<file path="src/rtl/rptr_empty_fwft.sv">
// Read-side controller of the async FIFO: wptr synchronizer, binary/Gray read pointer,
// empty / almost-empty / occupancy flags and a first-word-fall-through output register.
module rptr_empty_fwft #(
    parameter int ADDRSIZE    = 8,
    parameter int DATASIZE    = 8,
    parameter int SYNC_STAGES = 2
) (
    input  logic                rclk,
    input  logic                rrst_n,
    input  logic [ADDRSIZE:0]   wptr,
    input  logic [DATASIZE-1:0] mem_rdata,
    input  logic                rready,
    input  logic [ADDRSIZE:0]   ae_thresh,
    output logic [ADDRSIZE-1:0] raddr,
    output logic [ADDRSIZE:0]   rptr,
    output logic                rempty,
    output logic                rvalid,
    output logic [DATASIZE-1:0] rdata,
    output logic [ADDRSIZE:0]   rcount,
    output logic                ralmost_empty
);

    logic [ADDRSIZE:0] rq_wptr [SYNC_STAGES];
    logic [ADDRSIZE:0] rq2_wptr;
    logic [ADDRSIZE:0] rbin;
    logic [ADDRSIZE:0] rbinnext;
    logic [ADDRSIZE:0] rgraynext;
    logic [ADDRSIZE:0] wbin_s;
    logic [ADDRSIZE:0] rdiff;
    logic              fetch;

    // The first stage is the only flop that samples the foreign-domain pointer.
    always_ff @(posedge rclk or negedge rrst_n) begin
        if (!rrst_n) begin
            for (int i = 0; i < SYNC_STAGES; i++) begin
                rq_wptr[i] <= '0;
            end
        end else begin
            rq_wptr[0] <= wptr;
            for (int i = 1; i < SYNC_STAGES; i++) begin
                rq_wptr[i] <= rq_wptr[i-1];
            end
        end
    end

    assign rq2_wptr = rq_wptr[SYNC_STAGES-1];

    always_comb begin
        wbin_s = '0;
        wbin_s[ADDRSIZE] = rq2_wptr[ADDRSIZE];
        for (int i = ADDRSIZE - 1; i >= 0; i--) begin
            wbin_s[i] = wbin_s[i+1] ^ rq2_wptr[i];
        end
    end

    assign fetch     = ~rempty & (~rvalid | rready);
    assign rbinnext  = rbin + {{ADDRSIZE{1'b0}}, fetch};
    assign rgraynext = (rbinnext >> 1) ^ rbinnext;
    assign rdiff     = wbin_s - rbinnext;
    assign raddr     = rbin[ADDRSIZE-1:0];

    // Flags are computed from the next pointer so they line up with the fetch that changes it.
    always_ff @(posedge rclk or negedge rrst_n) begin
        if (!rrst_n) begin
            rbin          <= '0;
            rptr          <= '0;
            rempty        <= 1'b1;
            rcount        <= '0;
            ralmost_empty <= 1'b1;
        end else begin
            rbin          <= rbinnext;
            rptr          <= rgraynext;
            rempty        <= (rgraynext == rq2_wptr);
            rcount        <= rdiff;
            ralmost_empty <= (rdiff <= ae_thresh);
        end
    end

    // A fetch while the consumer takes the current word refills the register in the same cycle.
    always_ff @(posedge rclk or negedge rrst_n) begin
        if (!rrst_n) begin
            rvalid <= 1'b0;
            rdata  <= '0;
        end else if (fetch) begin
            rvalid <= 1'b1;
            rdata  <= mem_rdata;
        end else if (rvalid & rready) begin
            rvalid <= 1'b0;
        end
    end

endmodule

</file>
<file path="config.mk">
export PLATFORM = sky130hd
export DESIGN_NAME = rptr_empty_fwft
export DESIGN_NICKNAME = d
export VERILOG_FILES = /design/src/rtl/rptr_empty_fwft.sv
export SDC_FILE = /design/constraint.sdc
export NUM_CORES = 1
export LEC_CHECK = 0
export CORE_MARGIN = 3
export CORE_UTILIZATION = 50
export DETAILED_ROUTE_END_ITERATION = 16
export GPL_TIMING_DRIVEN = 0
export PLACE_DENSITY = 0.78
export SLEW_MARGIN = 25
export SYNTH_ARGS = -nofsm -noshare
export SYNTH_HDL_FRONTEND = slang
export SYNTH_SLANG_ARGS = --single-unit
</file>
<file path="constraint.sdc">
create_clock -name rclk -period 5.85 [get_ports rclk]
set_clock_uncertainty 0.1 [all_clocks]
set_input_delay 1.17 -clock rclk [delete_from_list [all_inputs] [get_ports rclk]]
set_output_delay 1.17 -clock rclk [all_outputs]
set_load 0.02 [all_outputs]
</file>
# Word level (Yosys, flattened, before mapping)
# Index checks and enable logic that the tools add are counted.
# Widths: inputs -> output; s select.
# classes
n_mux	2
bitwise_logic	14
order_cmp	1
reduce_logical	1
eq_ne	1
add_sub_neg	2
# ops
op	count
$add 9x1->9	1
$eq 9x9->1	1
$le 9x9->1	1
$sub 9x9->9	1
$xor 8x9->9	1
$xor 1x1->1	8
$and 1x1->1	2
$mux 1	2
$not 1->1	2
$reduce_bool 2->1	1
$or 1x1->1	1
# word_totals
inputBits	29
output_inout_bits	37
register_bits	56

# Depth between registers and ports, before layout
# logic_depth
depth_word	10
depth_mapped	19

# Least setup slack after synthesis
# Ideal clock, no wire load.
# synth_path
kind	in2reg
startpoint	input rready
endpoint	register ralmost_empty
t_required_ps	5663
cell_stages	18
setup_slack_ps	1200
path_buffers	0
t_arrival_ps	4463
cell_sequence	inv_1 > a21oi_1 > ha_1 > ha_1 > xor2_2 > inv_1 > ha_1 > nor2b_1 > o21ai_0 > a21boi_0 > o21ai_0 > nor2b_1 > xnor2_1 > ha_1 > o21a_1 > nor2_1 > a211oi_1 > o21ai_0
# synth_via
elab_chain_len	5
# synth_lines
element	line_no	rtl
start: declaration	12	input logic rready,
$or 1x1->1	56	assign fetch = ~rempty & (~rvalid | rready);
$and 1x1->1	56	
via fetch	30	logic fetch;
$add 9x1->9	57	assign rbinnext = rbin + {{ADDRSIZE{1'b0}}, fetch};
via rbinnext[2]	26	logic [ADDRSIZE:0] rbinnext;
$sub 9x9->9	59	assign rdiff = wbin_s - rbinnext;
via rdiff[6]	29	logic [ADDRSIZE:0] rdiff;
$le 9x9->1	75	ralmost_empty <= (rdiff <= ae_thresh);
end signal: assignment	75	
end: declaration	20	output logic ralmost_empty
# The timed path passes the listed nets, and every way through them passes these cells.
# A chain may end at the register's enable or synchronous reset.

# Final worst setup path
# Ends and elaborated chain as after synthesis.

==> results.json <==
{
  "status": "complete, no violations",
  "portBuffers": 65,
  "hold_violations": 0,
  "drv_slew": 0,
  "syn_area_per_cell_sq_um": 12.36,
  "crit_top_cell": "ha_1",
  "endpoint_kind": "flop",
  "relSlewSlack": 0.5618,
  "synth-seq-area-share": 0.5313,
  "synth_top_family_by_area": "XOR/XNOR gates",
  "synth_seq_cells": 55,
  "ctsRootBufferMaster": "clkbuf_8",
  "synth_edf_count": 0,
  "tightest_slew_ns": 0.6572,
  "cts-hold-fix-buffers": 0,
  "clock_tree.buffer_depth": 2,
  "max_freq_mhz": 194.1,
  "io_pins": 66,
  "power_leakage_nw": 1.554,
  "vias_per_cell": 4.686,
  "layout_common_cells": "64 x clkdlybuf4s50_1, 53 x dfrtp_1, 24 x inv_1",
  "worstSetupPathType": "in -> reg",
  "rsz0062_at_grt": "no",
  "cp_cell_sequence": "clkdlybuf4s50_1 > inv_1 > a21oi_2 > ha_1 > ha_1 > xor2_2 > inv_1 > ha_1 > nor2b_1 > o21ai_0 > a21boi_0 > o21ai_0 > nor2b_1 > xnor2_1 > ha_1 > o21a_1 > nor2_1 > a211oi_1 > o21ai_0",
  "post-place-cells": 342,
  "async_reset_ff_frac": 1.000,
  "cts_tree": "built",
  "vdd_ir_drop_max_uv": 249.9,
  "fp.dieH_microns": 78.04,
  "dp_hpwl_microns": 3546,
  "drc": 0,
  "synth_nets": 259,
  "gr-total-overflow": 0,
  "coreArea_sq_mm": 0.004880,
  "cts.clk_slew.worst_paths_ns": 0.10,
  "synthAdderAreaFrac": 0.09932,
  "synth.mux.area_fraction": 0.04291,
  "multi_input_area_sq_mm": 0.001130,
  "synth_compound_area_frac": 0.04966,
  "fin_crit_ns": 5.151,
  "post_drt_wl_per_cell_microns": 13.06,
  "synth_ff_type": "dfrtp_1",
  "hp-class": "reg -> reg",
  "cp_slowest_cell": "clkdlybuf4s50_1",
  "drt_wl_total_microns": 4570,
  "drive_gt1_frac": 0.1025,
  "yosysWarnings": 0,
  "crit_arrival_ns": 5.29,
  "cp-start-kind": "input pin",
  "cts_made_buffers": 5,
  "final_common_cell": "clkdlybuf4s50_1",
  "instances_no_fill": 350,
  "r2r_slack_ns": 1.67,
  "setup-tns-final_ns": 0,
  "grt_pass1_wl_microns": 8052,
  "place_congestion": 0.8483,
  "pwr-share-clk": 0.161,
  "worstPathRequired_ns": 5.99,
  "grt_max_degree": 56,
  "syn_inst": 210,
  "crit_fanout": 9,
  "max_stage_delay_ns": 0.48,
  "synth_cell_types": 32,
  "comb_power_share": 0.547,
  "seqPwrFrac": 0.292,
  "grt_pass1_vias": 1792,
  "power.switching_w": 0.0006938,
  "synth_xor_area_frac": 0.1673,
  "critPathTopFamily": "compound AO/OA/AOI/OAI gates",
  "drtIter0Drc": 48,
  "area_growth_pct": 33.46,
  "p_sw_frac": 0.3804,
  "n_antenna_cell": 0,
  "setup_viol": 0,
  "cts_num_sinks": 55,
  "drtAntennaViolNets": 0,
  "h-tree-depth": 2,
  "p_per_area_mw_per_mm2": 526.6,
  "p_int_w": 0.001130,
  "yosys.area_share.simple": 0.07473,
  "start_util": 0.5318,
  "final_nets": 331,
  "vias": 1640,
  "grt_usage": 0.1673,
  "final-seq-area_sq_mm": 0.001379,
  "die_w_microns": 78.04,
  "grt_antenna_before_repair": 0,
  "fill_cells": 365,
  "synth_area_sq_mm": 0.002595,
  "floorplan.die_area_sq_mm": 0.006090,
  "rows": 25,
  "drv_cap": 0,
  "critical_path_buf_inv_count": 3,
  "clk_latency_ns": 0.30,
  "period_share": 0.8805,
  "dr.pass1.iters": 4
}
==> logic make-up (layout without fill, tap and decap cells) <==
logic type | Yosys count | after routing
adder cells (fa/ha/maj) | 20 | 20
multiplexers | 10 | 10
XOR/XNOR | 39 | 39
buffers and inverters | 24 | 97
AO/OA/AOI/OAI | 21 | 21
flip-flops | 55 | 55
AND/OR/NAND/NOR | 41 | 41
==> cell usage after synthesis (3+ instances only) <==
master / count / area share
dfrtp_1: 53 / 0.51
inv_1: 24 / 0.035
ha_1: 19 / 0.092
xnor2_1: 17 / 0.057
xor2_1: 12 / 0.041
nor2_1: 11 / 0.016
nand2_1: 10 / 0.014
mux2_2: 8 / 0.035
o21ai_0: 7 / 0.013
nor2b_1: 5 / 0.012
nor3_1: 5 / 0.0096
xor2_2: 5 / 0.031
a21oi_1: 4 / 0.0077
nand3_1: 4 / 0.0077
o21a_1: 3 / 0.0087
xnor2_2: 3 / 0.019
==> stage by stage <==
stage	cell area, sq um	total power, W	hold slack [ns]	util	setup slack, ns
after floorplan	2595	0.001214	0.2312	-	1.200
after global placement	3329	0.001519	0.2317	0.6823	0.1626
after detailed placement	3327	0.001547	0.2347	0.6818	0.08640
after CTS	3460	0.001846	0.2558	0.7090	0.3655
after global routing	3463	0.001979	0.2654	0.7097	0.2291
final	3463	0.001824	0.2539	0.7097	0.6991
==> worst paths after layout <==
| check | end | from | depth (start not counted) |
|---|---|---|---|
| setup / recovery | ralmost_empty$_DFF_PN1_ | rready | 19 |
| hold / removal | rq2_wptr[5]$_DFF_PN0_ | rq_wptr[14]$_DFF_PN0_ | 0 |
| setup reg to reg | ralmost_empty$_DFF_PN1_ | rvalid$_DFFE_PN0P_ | 17 |
| hold reg to reg | rq2_wptr[5]$_DFF_PN0_ | rq_wptr[14]$_DFF_PN0_ | 0 |
| max in group asynchronous | rq2_wptr[3]$_DFF_PN0_ | rrst_n | 1 |
| min in group asynchronous | rcount[1]$_DFF_PN0_ | rrst_n | 1 |
==> repair_timing <==
item	CTS	global route
resized for setup	0	1
buffers inserted	0	0
endpoints found under the setup margin	0	1
==> sequential cells by signal (all words and copies together) (netlist names) <==
| signal | flops |
|---|---|
| rq_wptr | 9 |
| rq2_wptr | 9 |
| rempty | 1 |
| rvalid | 1 |
| rcount | 9 |
| rbin | 9 |
| rptr | 8 |
| ralmost_empty | 1 |
| rdata | 8 |
==> area by class of cell <==
class / instances / share of cell area
clock buffer: 6 / 0.02095
clock inverter: 2 / 0.01734
inverter: 24 / 0.02601
multi-input combinational: 131 / 0.3262
sequential: 55 / 0.3981
tap: 67 / 0.02421
timing repair buffer: 65 / 0.1871
==> power groups by stage <==
stage / clock, W / combinational, W / sequential, W
global route: 0.000312 / 0.00112 / 0.000548
CTS: 0.000298 / 0.00101 / 0.000534
floorplan: 0 / 0.000564 / 0.000649
finish: 0.000293 / 0.000998 / 0.000533
detailed placement: 0 / 0.00100 / 0.000543
global placement: 0 / 0.000981 / 0.000538
==> per-layer routing <==
layer  track usage  part of all wire
met1        0.1868              0.41
met2        0.3082              0.51
met3       0.04931             0.067
met4       0.04720             0.012
met5             0                 0
Note: power is estimated with default switching activity, not from simulation.
==> patch 1: new RTL, same settings <==
Register the output `rcount` once more, without a reset; this adds one clock of latency there. The other outputs are not delayed to match.
--- a/src/rtl/rptr_empty_fwft.sv
+++ b/src/rtl/rptr_empty_fwft.sv
@@ -19,6 +19,8 @@
     output logic [ADDRSIZE:0]   rcount,
     output logic                ralmost_empty
 );
+
+    logic [ADDRSIZE:0] rcount_s0;
 
     logic [ADDRSIZE:0] rq_wptr [SYNC_STAGES];
     logic [ADDRSIZE:0] rq2_wptr;
@@ -65,13 +67,13 @@
             rbin          <= '0;
             rptr          <= '0;
             rempty        <= 1'b1;
-            rcount        <= '0;
+            rcount_s0     <= '0;
             ralmost_empty <= 1'b1;
         end else begin
             rbin          <= rbinnext;
             rptr          <= rgraynext;
             rempty        <= (rgraynext == rq2_wptr);
-            rcount        <= rdiff;
+            rcount_s0     <= rdiff;
             ralmost_empty <= (rdiff <= ae_thresh);
         end
     end
@@ -89,5 +91,9 @@
         end
     end
 
+    always_ff @(posedge rclk) begin
+        rcount <= rcount_s0;
+    end
+
 endmodule
 
Check against the original RTL: not equivalent (a bounded check fails within 4 cycles, from zero or initial values and one cycle with rrst_n low).
==> patch 1 against the original RTL <==
Routed wire length is 4.5% higher. Register-to-register slack better by 20 ps. Worst setup slack better by 59 ps. Sequential cell count is 9 higher. Area after synthesis is 6.9% higher. Power is 10% higher. Critical endpoint unchanged. Final area is 7.2% higher. Fmax is 1.2% higher.
==> patch 1: results (changes against the original RTL) <==
Run status:
- Run status: complete, no violations (unchanged).

Global routing:
- The wire length of the first global-routing pass was 8400 µm (was 8050 µm).
- The met1 global-route usage is 0.197 (was 0.187).
- The global-route met2 utilization is 0.291 (was 0.308).

Detailed routing:
- The length of routed met3 wiring is 366 µm (was 308 µm).
- The total number of vias is 1748 (was 1640).
- The number of vias per cell after detailed routing is 4.72 (was 4.69).
- The aggregate routed wire length is 4780 µm (was 4570 µm).
- The DRC violation total after the first TritonRoute iteration is 58 (was 48).
- The routed length on met2 is 2370 µm (was 2340 µm).

Synthesis:
- The xor-xnor portion of the synthesized cell area is 0.156 (was 0.167).
- The fraction of the mapped netlist area in compound gates is 0.0464 (was 0.0497).
- The gate count after technology mapping is 219 (was 210).
- The post-synthesis net count is 268 (was 259).
- The async set-reset flop share out of synthesis came to 0.859 (was 1.00).
- The multiplexer fraction of the synthesized cell area is 0.0401 (was 0.0429).
- Top area cells in the synthesized netlist: dfrtp_1, ha_1, dfxtp_1, xnor2_1, xor2_1 (was dfrtp_1, ha_1, xnor2_1, xor2_1, inv_1).
- The post-synthesis cell type count was 33 (was 32).

Placement:
- The weighted congestion reported at the end of routability-driven placement was 0.807 (was 0.848).
- The HPWL after detailed placement is 3730 µm (was 3550 µm).
- The worst slack at placement is 89.1 ps (was 86.4 ps).
- The placed instance count was 354 (was 342).

Power:
- The flip-flop and latch power came to 635 µW (was 533 µW).
- The worst IR drop on VDD is 0.237 mV (was 0.250 mV).
- The combinational share of power is 0.499 (was 0.547).

Cells and area:
- The number of nets in the finished design is 344 (was 331).
- The number of filler instances in the final layout was 384 (was 365).
- The fraction of layout cells with a size suffix above 1 is 0.120 (was 0.102).

STA:
- The worst slew margin relative to its limit came to 0.565 (was 0.562).

CTS:
- The clock-pin slew reported for the worst setup and hold paths after clock tree synthesis was 60 ps (was 100 ps).
- The number of CTS-inserted buffers was 9 (was 5).
- The clock latency reported for the late side of the worst-skew pair is 320 ps (was 300 ps).

Worst setup path:
- The critical path arrival is 5230 ps (was 5290 ps).
==> patch 1: cell type report <==
class / count / area [µm²] / share of cell area
clock buffer: 13 / 159 / 0.0428
clock inverter: 3 / 40.0 / 0.0108
inverter: 24 / 90.1 / 0.0243
multi-input combinational: 131 / 1130 / 0.304
sequential: 64 / 1560 / 0.420
tap: 70 / 87.6 / 0.0236
timing repair buffer: 65 / 648 / 0.175
==> patch 1: worst paths after layout <==
check | from | endpoint | slack (ps) | depth (start not counted)
worst max-delay path | rready | ralmost_empty$_DFF_PN1_ | 760 | 19
worst min-delay path | rcount_s0[7]$_DFF_PN0_ | rcount[7]$_DFF_P_ | 240 | 0
max in group asynchronous | rrst_n | rq_wptr[17]$_DFF_PN0_ | 4430 | 1
worst max register to register | rvalid$_DFFE_PN0P_ | ralmost_empty$_DFF_PN1_ | 1690 | 17
worst min register to register | rcount_s0[7]$_DFF_PN0_ | rcount[7]$_DFF_P_ | 240 | 0
min in group asynchronous | rrst_n | rcount_s0[0]$_DFF_PN0_ | 780 | 1
==> patch 2: new RTL, same settings <==
Without the edit above. The parameter `ADDRSIZE` goes from 8 to 4.
--- a/src/rtl/rptr_empty_fwft.sv
+++ b/src/rtl/rptr_empty_fwft.sv
@@ -1,7 +1,7 @@
 // Read-side controller of the async FIFO: wptr synchronizer, binary/Gray read pointer,
 // empty / almost-empty / occupancy flags and a first-word-fall-through output register.
 module rptr_empty_fwft #(
-    parameter int ADDRSIZE    = 8,
+    parameter int ADDRSIZE    = 4,
     parameter int DATASIZE    = 8,
     parameter int SYNC_STAGES = 2
 ) (
Ports: changed (5 resized); port bits go from 66 to 46. The function was not compared with the original's and may differ.
==> patch 2 against the original RTL <==
Area after synthesis decreased by 38%. Sequential cell count decreased by 20. First-iteration DRC count decreased by 42%. Worst setup slack improved by 720 ps. Critical path type unchanged. Sequential power decreased by 28%. Die area decreased by 35%. Largest cell class unchanged. Critical endpoint unchanged. Fmax increased by 16%. Final area decreased by 37%. Largest power group unchanged. Routed wire length decreased by 37%. Power decreased by 26%.
==> patch 2: results (changes against the original RTL) <==
Run status:
- Run status: complete, no violations (unchanged).

Synthesis:
- The post-synthesis cell type count came to 27 (was 32).
- The multiplexer fraction of the synthesized cell area is 0.0654 (was 0.0429).
- The fraction of the mapped netlist area in compound gates was 0.0623 (was 0.0497).
- The post-synthesis net count is 155 (was 259).
- The xor-xnor portion of the synthesized cell area came to 0.143 (was 0.167).
- The number of warnings printed during yosys synthesis was 0 (unchanged).
- Top area cells in the synthesized netlist: dfrtp_1, ha_1, xnor2_1, mux2_2, xor2_1 (was dfrtp_1, ha_1, xnor2_1, xor2_1, inv_1).
- The fraction of the mapped netlist area in adder cells is 0.106 (was 0.0993).
- Most numerous cell types in the synthesized netlist: dfrtp_1, inv_1, xnor2_1 (was dfrtp_1, inv_1, ha_1).
- The sequential area share after synthesis is 0.547 (was 0.531).

Detailed routing:
- The total number of vias is 1042 (was 1640).
- The DRC violation total after the first TritonRoute iteration is 28 (was 48).
- The aggregate routed wire length is 2870 µm (was 4570 µm).
- The length of routed met3 wiring is 140 µm (was 308 µm).
- The length of routed wiring on met1 is 1190 µm (was 1860 µm).
- The routed length on met2 is 1500 µm (was 2340 µm).

CTS:
- The clock root buffer is clkbuf_4 (was clkbuf_8).
- The clock latency reported for the late side of the worst-skew pair is 330 ps (was 300 ps).

Cells and area:
- More flip-flops sit in one register than any other, and that register is rdata.
- The fraction of layout cells with a size suffix above 1 is 0.154 (was 0.102).
- The number of filler instances in the final layout is 204 (was 365).
- The number of nets in the finished design came to 208 (was 331).

Worst setup path:
- The flop-to-flop setup slack came to 2320 ps (was 1670 ps).
- The critical path arrival is 4580 ps (was 5290 ps).
- The family with the most delay on the worst path is adder cells (was compound AO/OA/AOI/OAI gates).
- The depth of the worst register-to-register path came to 12 (was 17).
- The highest net fanout along the worst path is 10 (was 9).

Placement:
- The weighted congestion reported at the end of routability-driven placement is 0.838 (was 0.848).
- The number of buffer cells added on primary ports came to 45 (was 65).
- The HPWL after detailed placement is 2320 µm (was 3550 µm).

Global routing:
- The met1 global-route usage is 0.195 (was 0.187).
- The global-route met2 utilization was 0.301 (was 0.308).
- The number of global-route vias before repair is 1187 (was 1792).
- The global-route usage over all layers is 0.167 (about the same).
- The global-route met3 utilization is 0.0378 (was 0.0493).
- The wire length of the first global-routing pass was 5220 µm (was 8050 µm).
- The maximum number of pins on one net before global-route repair is 27 (was 56).

Power:
- The worst IR drop on VDD is 0.384 mV (was 0.250 mV).
- The leakage power came to 0.000979 µW (was 0.00155 µW).
- The internal portion of total power came to 799 µW (was 1130 µW).

STA:
- The worst slew margin relative to its limit is 0.624 (was 0.562).
- The minimum hold slack is 259 ps (was 254 ps).

Worst hold path:
- The worst min-delay path startpoint is rq_wptr[6]$_DFF_PN0_ (was rq_wptr[14]$_DFF_PN0_).
- The hold-critical path endpoint is rq2_wptr[1]$_DFF_PN0_ (was rq2_wptr[5]$_DFF_PN0_).
## patch 2: cell count changes after synthesis, sizes merged, moves of 4 or more
cell	change
nor3	-4
inv	-9
xor2	-8
o21ai	-5
xnor2	-8
ha	-7
nand2	-7
dfrtp	-20
nor2	-11
## patch 2: through the flow
step / utilization / instances / worst slack [ps] / total power, µW / area [µm²]
6_report: 0.752 / 217 / 1420 / 1350 / 2180
5_1_grt: 0.752 / 217 / 1140 / 1470 / 2180
4_1_cts: 0.752 / 217 / 1420 / 1370 / 2180
3_5_place_dp: 0.733 / 209 / 1080 / 1240 / 2120
3_3_place_gp: 0.727 / 208 / 1140 / 1210 / 2110
2_1_floorplan: - / 121 / 1930 / 959 / 1610
## patch 2: worst max-delay path by stage
stage	slack, ps	cells past startpoint	start	endpoint
after global routing	1140	14	rready	ralmost_empty$_DFF_PN1_
after global placement	1140	14	rready	ralmost_empty$_DFF_PN1_
after CTS	1420	14	rready	ralmost_empty$_DFF_PN1_
after floorplan	1930	13	rready	ralmost_empty$_DFF_PN1_
after detailed placement	1080	14	rready	ralmost_empty$_DFF_PN1_
final	1420	14	rready	ralmost_empty$_DFF_PN1_
## patch 2: cell type report
type,instances,share of cell area
clock buffers,5,0.0172
well taps,42,0.0241
flip-flops and latches,35,0.403
multi-input cells,70,0.306
clock inverters,3,0.00917
plain buffers,1,0.00229
inverters,15,0.0258
repair buffers,46,0.213
## patch 2: kinds of logic after synthesis
group / after synthesis
buf+inv: 16
simple gates: 11
mux: 9
compound gates: 14
flops: 35
xor+xnor: 23
fa+ha+maj: 13
## patch 2: power groups by stage
stage / sequential (µW) / clock, µW / combinational (µW)
floorplan: 485 / 0 / 474
global placement: 386 / 0 / 822
detailed placement: 392 / 0 / 847
CTS: 387 / 133 / 851
global route: 399 / 145 / 929
finish: 385 / 128 / 842
